File: config.mk
export PLATFORM = sky130hd
export DESIGN_NAME = ex_alu_muldiv
export DESIGN_NICKNAME = d
export VERILOG_FILES = /design/src/rtl/alu_pkg.sv /design/src/rtl/muldiv_seq.sv /design/src/rtl/ex_alu_muldiv.sv
export SDC_FILE = /design/constraint.sdc
export NUM_CORES = 1
export LEC_CHECK = 0
export CAP_MARGIN = 0
export CORE_MARGIN = 1.5
export CORE_UTILIZATION = 40
export DETAILED_ROUTE_END_ITERATION = 8
export PLACE_DENSITY = 0.7
export SLEW_MARGIN = 30
export SYNTH_ARGS = -nofsm -noshare
export SYNTH_HDL_FRONTEND = slang
export SYNTH_HIERARCHICAL = 1
export SYNTH_SLANG_ARGS = --single-unit
File: constraint.sdc
create_clock -name Clk -period 7.7 [get_ports Clk]
set_input_delay 1.54 -clock Clk [delete_from_list [all_inputs] [get_ports Clk]]
set_output_delay 1.54 -clock Clk [all_outputs]
set_load 0.05 [all_outputs]
File: src/rtl/alu_pkg.sv
// Shared ALU op codes and the multiply/divide sequencer state encoding.
package alu_pkg;

  localparam logic [3:0] ALU_AND  = 4'b0000;
  localparam logic [3:0] ALU_OR   = 4'b0001;
  localparam logic [3:0] ALU_ADD  = 4'b0010;
  localparam logic [3:0] ALU_XOR  = 4'b0100;
  localparam logic [3:0] ALU_MULT = 4'b0101;
  localparam logic [3:0] ALU_SUB  = 4'b0110;
  localparam logic [3:0] ALU_SLT  = 4'b0111;
  localparam logic [3:0] ALU_SLL  = 4'b1000;
  localparam logic [3:0] ALU_SRL  = 4'b1001;
  localparam logic [3:0] ALU_SRA  = 4'b1010;
  localparam logic [3:0] ALU_DIV  = 4'b1011;
  localparam logic [3:0] ALU_NOR  = 4'b1100;

  typedef enum logic [1:0] {
    IDLE = 2'd0,
    RUN  = 2'd1,
    FIX  = 2'd2
  } md_state_e;

  function automatic logic is_muldiv(input logic [3:0] code);
    return (code == ALU_MULT) || (code == ALU_DIV);
  endfunction

endpackage

File: src/rtl/muldiv_seq.sv
// Iterative signed multiply (shift/add) and divide (restoring shift/subtract) on magnitudes,
// with a final sign-fixup cycle that writes Hi/Lo and pulses Done.
module muldiv_seq
  import alu_pkg::*;
#(
  parameter int WIDTH = 32,
  parameter int ITERS = 32
) (
  input  logic             clk,
  input  logic             srst,
  input  logic             start,
  input  logic             flush,
  input  logic [3:0]       alu_control,
  input  logic [WIDTH-1:0] a,
  input  logic [WIDTH-1:0] b,
  output logic             busy,
  output logic             done,
  output logic [WIDTH-1:0] hi,
  output logic [WIDTH-1:0] lo
);

  localparam int CW = (ITERS > 1) ? $clog2(ITERS) : 1;

  md_state_e        state_q, state_d;
  logic [CW-1:0]    cnt_q, cnt_d;
  logic             is_div_q, is_div_d;
  logic             neg_res_q, neg_res_d;
  logic             neg_rem_q, neg_rem_d;
  logic             dz_q, dz_d;
  logic [WIDTH:0]   acc_q, acc_d;
  logic [WIDTH-1:0] work_q, work_d;
  logic [WIDTH-1:0] opb_q, opb_d;
  logic [WIDTH-1:0] hi_q, hi_d;
  logic [WIDTH-1:0] lo_q, lo_d;
  logic             done_q, done_d;

  logic [WIDTH-1:0]   a_mag, b_mag;
  logic [WIDTH:0]     add_sum, rem_shift, rem_trial;
  logic [2*WIDTH-1:0] prod_mag, prod;
  logic [WIDTH-1:0]   quot, rem;

  // acc holds the running high half (mult) or partial remainder (div); work holds the low half / quotient.
  always_comb begin
    a_mag     = a[WIDTH-1] ? -a : a;
    b_mag     = b[WIDTH-1] ? -b : b;
    add_sum   = acc_q + (work_q[0] ? {1'b0, opb_q} : {(WIDTH+1){1'b0}});
    rem_shift = {acc_q[WIDTH-1:0], work_q[WIDTH-1]};
    rem_trial = rem_shift - {1'b0, opb_q};
    prod_mag  = {acc_q[WIDTH-1:0], work_q};
    prod      = neg_res_q ? -prod_mag : prod_mag;
    quot      = dz_q ? {WIDTH{1'b1}} : (neg_res_q ? -work_q : work_q);
    rem       = neg_rem_q ? -acc_q[WIDTH-1:0] : acc_q[WIDTH-1:0];
  end

  always_comb begin
    state_d   = state_q;
    cnt_d     = cnt_q;
    is_div_d  = is_div_q;
    neg_res_d = neg_res_q;
    neg_rem_d = neg_rem_q;
    dz_d      = dz_q;
    acc_d     = acc_q;
    work_d    = work_q;
    opb_d     = opb_q;
    hi_d      = hi_q;
    lo_d      = lo_q;
    done_d    = 1'b0;

    unique case (state_q)
      IDLE: begin
        if (start && is_muldiv(alu_control)) begin
          state_d   = RUN;
          cnt_d     = CW'(ITERS - 1);
          is_div_d  = (alu_control == ALU_DIV);
          neg_res_d = a[WIDTH-1] ^ b[WIDTH-1];
          neg_rem_d = a[WIDTH-1];
          dz_d      = (b == '0);
          acc_d     = '0;
          work_d    = a_mag;
          opb_d     = b_mag;
        end
      end
      RUN: begin
        if (is_div_q) begin
          if (!rem_trial[WIDTH]) begin
            acc_d  = rem_trial;
            work_d = {work_q[WIDTH-2:0], 1'b1};
          end else begin
            acc_d  = rem_shift;
            work_d = {work_q[WIDTH-2:0], 1'b0};
          end
        end else begin
          acc_d  = {1'b0, add_sum[WIDTH:1]};
          work_d = {add_sum[0], work_q[WIDTH-1:1]};
        end
        if (cnt_q == '0) begin
          state_d = FIX;
        end else begin
          cnt_d = cnt_q - 1'b1;
        end
      end
      FIX: begin
        state_d = IDLE;
        done_d  = 1'b1;
        if (is_div_q) begin
          hi_d = rem;
          lo_d = quot;
        end else begin
          {hi_d, lo_d} = prod;
        end
      end
      default: state_d = IDLE;
    endcase

    // Flush squashes whatever is in flight, including a same-cycle start, and leaves Hi/Lo alone.
    if (flush) begin
      state_d = IDLE;
      done_d  = 1'b0;
      hi_d    = hi_q;
      lo_d    = lo_q;
    end
  end

  always_ff @(posedge clk) begin
    if (srst) begin
      state_q   <= IDLE;
      cnt_q     <= '0;
      is_div_q  <= 1'b0;
      neg_res_q <= 1'b0;
      neg_rem_q <= 1'b0;
      dz_q      <= 1'b0;
      acc_q     <= '0;
      work_q    <= '0;
      opb_q     <= '0;
      hi_q      <= '0;
      lo_q      <= '0;
      done_q    <= 1'b0;
    end else begin
      state_q   <= state_d;
      cnt_q     <= cnt_d;
      is_div_q  <= is_div_d;
      neg_res_q <= neg_res_d;
      neg_rem_q <= neg_rem_d;
      dz_q      <= dz_d;
      acc_q     <= acc_d;
      work_q    <= work_d;
      opb_q     <= opb_d;
      hi_q      <= hi_d;
      lo_q      <= lo_d;
      done_q    <= done_d;
    end
  end

  assign busy = (state_q != IDLE) | (start & is_muldiv(alu_control));
  assign done = done_q;
  assign hi   = hi_q;
  assign lo   = lo_q;

endmodule

File: src/rtl/ex_alu_muldiv.sv
// Execute-stage ALU: combinational single-cycle ops plus a sequential multiply/divide unit
// that owns Hi/Lo and requests stalls through Busy.
module ex_alu_muldiv
  import alu_pkg::*;
#(
  parameter int WIDTH = 32,
  parameter int ITERS = 32
) (
  input  logic             Clk,
  input  logic             Reset,
  input  logic [3:0]       ALU_Control,
  input  logic [WIDTH-1:0] A,
  input  logic [WIDTH-1:0] B,
  input  logic [4:0]       Shamt,
  input  logic             Start,
  input  logic             Flush,
  output logic [WIDTH-1:0] ALU_Result,
  output logic             Zero,
  output logic             Busy,
  output logic             Done,
  output logic [WIDTH-1:0] Hi,
  output logic [WIDTH-1:0] Lo
);

  always_comb begin
    ALU_Result = '0;
    unique case (ALU_Control)
      ALU_AND: ALU_Result = A & B;
      ALU_OR:  ALU_Result = A | B;
      ALU_ADD: ALU_Result = A + B;
      ALU_XOR: ALU_Result = A ^ B;
      ALU_SUB: ALU_Result = A - B;
      ALU_SLT: ALU_Result = {{(WIDTH-1){1'b0}}, ($signed(A) < $signed(B))};
      ALU_SLL: ALU_Result = B << Shamt;
      ALU_SRL: ALU_Result = B >> Shamt;
      ALU_SRA: ALU_Result = WIDTH'($signed(B) >>> Shamt);
      ALU_NOR: ALU_Result = ~(A | B);
      default: ALU_Result = '0;
    endcase
  end

  assign Zero = (ALU_Result == '0);

  muldiv_seq #(
    .WIDTH(WIDTH),
    .ITERS(ITERS)
  ) u_muldiv (
    .clk        (Clk),
    .srst       (Reset),
    .start      (Start),
    .flush      (Flush),
    .alu_control(ALU_Control),
    .a          (A),
    .b          (B),
    .busy       (Busy),
    .done       (Done),
    .hi         (Hi),
    .lo         (Lo)
  );

endmodule
==> key figures <==
Placement
  – Final GP Congestion: 1.058
  – Placed insts: between 4k and 5k
  – # port buffers: around 180
  – HPWL Detailed: around 82,000 um

Timing
  – Final hold violation count: 0
  – RSZ-0062 raised after global routing: no
  – Rel. slew slack: about 37%
  – Final period util: approximately 98%
  – Final number of max-transition violations: 0
  – Clk_skew: 0.009224 ns
  – Final setup TNS: 0 ns
  – Final min period: 7.546 ns
  – Max Fclk: roughly 130 MHz
  – Final setup fails: 0
  – Slew @ Worst Pin: about 0.94 ns

Logic synthesis
  – Asr flop ratio synth: 0%
  – Synth Warn #: 6
  – Area leader, netlist: dfxtp_1
  – Synth Instances: about 3.3k
  – Largest cells by area after synthesis: dfxtp_1 15%, ha_1 8.9%, a21oi_1 6.0%
  – Post-synth EDFFs: 0
  – Yosys cell types: 100
  – Sequential-to-total area share from yosys stat: between 10% and 20%
  – Cell area after synthesis: around 24,000 sq um
  – Synth Register Bits: 173
  – Mean area per synthesized cell: between 7 and 8 sq um
  – Top_reg_cell synth: dfxtp_1
  – Post-synthesis net count: around 3.5k
  – Post-synth top area share: between 10% and 20%

Clock network
  – Clock transition at path regs: about 0.07 ns
  – Postcts setup bufs: 0
  – # resized after CTS: 0
  – Clk Latency, worst-skew pair: about 0.46 ns
  – Clock Tree Buf Depth: 2
  – CTS hold repair buffers: 0
  – H-Tree Depth: 4
  – TritonCTS buffer count: 17
  – # clock sinks: around 170
  – CTS Root Cell: clkbuf_16
  – TritonCTS clock tree: done

Power
  – VDD IR max: 0.0001312 V
  – Pwr Total: ~3.4 mW
  – PD cells: about 120 nW/um^2
  – Leakage: about 11 nW

Finish
  – Layout area overhead: 16.99%
  – Non-Filler Instances: around 4.2k
  – Post-layout util: a little under half
  – Share of layout cells above drive strength 1: 11.54%
  – Commonest cells after routing, fill and taps aside: 350 x nor2_1, 283 x a21oi_1, 270 x nand2_1
  – Layout Nets: roughly 3.7k
  – Commonest non-fill, non-tap cell in the layout: nor2_1

Floorplan
  – Placement Rows: between 80 and 90
  – Io pins: between 150 and 200
  – DIE AREA: slightly above 60,000 sq um
  – Die H: ~250 um
  – Initial core utilization: between 40% and 50%
  – Die W: ~250 um
  – Core area: between 50,000 and 60,000 sq um

Critical path
  – Max incr delay on CP: 0.67 ns
  – Worst Path Max Fanout: 7
  – Worst Path Arrival: 6.01 ns
  – Critical path class: primary input to output pin
  – Crit-path cells: clkdlybuf4s50_1, inv_1, ha_1, buf_4, nor2b_1, o311a_1, a31oi_1, a21bo_1, nor3_1, nand2b_1, or4b_2, nor4_2, and4_1, nand4_1, nor4_2, buf_12
  – Slowest cell on crit path: clkdlybuf4s50_1
  – Worst setup EP type: output pin
  – Cell mode on critical path: nor4_2
  – Crit path required time: around 6.2 ns
  – Critical path startpoint category: primary input

Routing
  – DR WL/cell: roughly 24 um
  – Antenna Nets Post-Route: 0
  – Via count: 26.65k
  – Vias per cell: approximately 6.3
  – DRT iter0 DRCs: between 2k and 3k
  – DRT Pass-1 Iters: 8
  – Final WL: just over 100,000 um
  – Drc violations: 0

Outcome
  – Status: finished clean

Global routing
  – Grt total ovfl: 0
  – GRT Total Usage: roughly a third
  – Largest net degree at the start of global routing: around 70
  – Initial antenna violation count: 2
  – Global-route wire length before repair: 151,600 um
  – Number of global-route vias before repair: roughly 24k

Flow run
  – Max-cap violations: 0

Worst hold path
  – Min-delay worst type: register to register
worst paths after layout:
kind | cells after the start | slack, ns | from | to
max reg2reg | 16 | 1.47 | u_muldiv/acc_q[0]$_SDFFE_PP0P_ | u_muldiv/acc_q[31]$_SDFFE_PP0P_
min reg2reg | 2 | 0.45 | u_muldiv/hi[7]$_SDFFE_PP0P_ | u_muldiv/hi[7]$_SDFFE_PP0P_
max | 16 | 0.15 | B[2] | Zero
min | 2 | 0.45 | u_muldiv/hi[7]$_SDFFE_PP0P_ | u_muldiv/hi[7]$_SDFFE_PP0P_
report_power, final:
group | switching [mW] | total [mW] | internal [mW]
sequential | 0.0178 | 0.927 | 0.909
combinational | 0.985 | 1.57 | 0.585
clock | 0.408 | 0.887 | 0.479
total | 1.41 | 3.38 | 1.97
synth_stat cells, drive strengths merged (59+ instances only):
master,count
inv,167
nand3,68
xor2,117
a211oi,131
clkbuf,200
nand2,271
ha,169
dfxtp,173
a21oi,285
xnor2,64
mux2i,112
nor2,352
nor3,59
o21ai,218
flip-flops by register name (all words and copies together) (netlist names):
signal / flops
u_muldiv/hi: 32
u_muldiv/opb_q: 32
u_muldiv/acc_q: 33
u_muldiv/dz_q: 1
u_muldiv/work_q: 32
u_muldiv/lo: 32
u_muldiv/state_q: 2
u_muldiv/cnt_q: 5
u_muldiv/done: 1
u_muldiv/neg_res_q: 1
u_muldiv/is_div_q: 1
u_muldiv/neg_rem_q: 1
routing by layer:
| layer | vias up | routed length [um] | GRT usage [%] |
|---|---|---|---|
| li1 | 12450 | - | - |
| met1 | 12590 | 42890 | 42.55 |
| met2 | 1355 | 44950 | 51.63 |
| met3 | 260 | 8200 | 4.146 |
| met4 | 0 | 5981 | 16.59 |
| met5 | - | 0 | 0 |
critical path: cells and delay by family:
kind / cells / cell delay, ns
AND/OR/NAND/NOR: 8 / 2.01
buffers and inverters: 4 / 1.13
AO/OA/AOI/OAI: 3 / 0.99
adder cells (fa/ha/maj): 1 / 0.31
final cells by class:
cell class / count / area, sq um
Inverter: 168 / 630.6
Fill cell: 5915 / 31030
Timing Repair Buffer: 365 / 3423
Clock buffer: 20 / 456.7
Multi-Input combinational cell: 2693 / 18780
Sequential cell: 173 / 3467
Tap cell: 773 / 967.2
Clock inverter: 12 / 147.6
Antenna cell: 1 / 2.502
stage by stage:
step	cell area (sq um)	hold slack [ns]	worst slack, ns
6_report	27880	0.4521	0.1538
5_1_grt	27870	0.4805	0.01013
4_1_cts	27840	0.4528	0.04865
3_5_place_dp	27240	0.4445	0.08109
3_3_place_gp	27240	0.4396	0.09379
2_1_floorplan	23830	0.4484	0.2891
logic make-up (layout without fill, tap and decap cells):
| logic type | Yosys count | in the layout | share of synthesized area, % |
|---|---|---|---|
| AO/OA/AOI/OAI | 1129 | 1129 | 31.51 |
| AND/OR/NAND/NOR | 1021 | 1021 | 20.66 |
| buffers and inverters | 422 | 565 | 6.958 |
| multiplexers | 189 | 189 | 10.47 |
| XOR/XNOR | 181 | 181 | 6.653 |
| adder cells (fa/ha/maj) | 173 | 173 | 9.211 |
| flip-flops | 173 | 173 | 14.54 |
| other | 0 | 1 | 0 |
(Power assumes the default switching activity.)
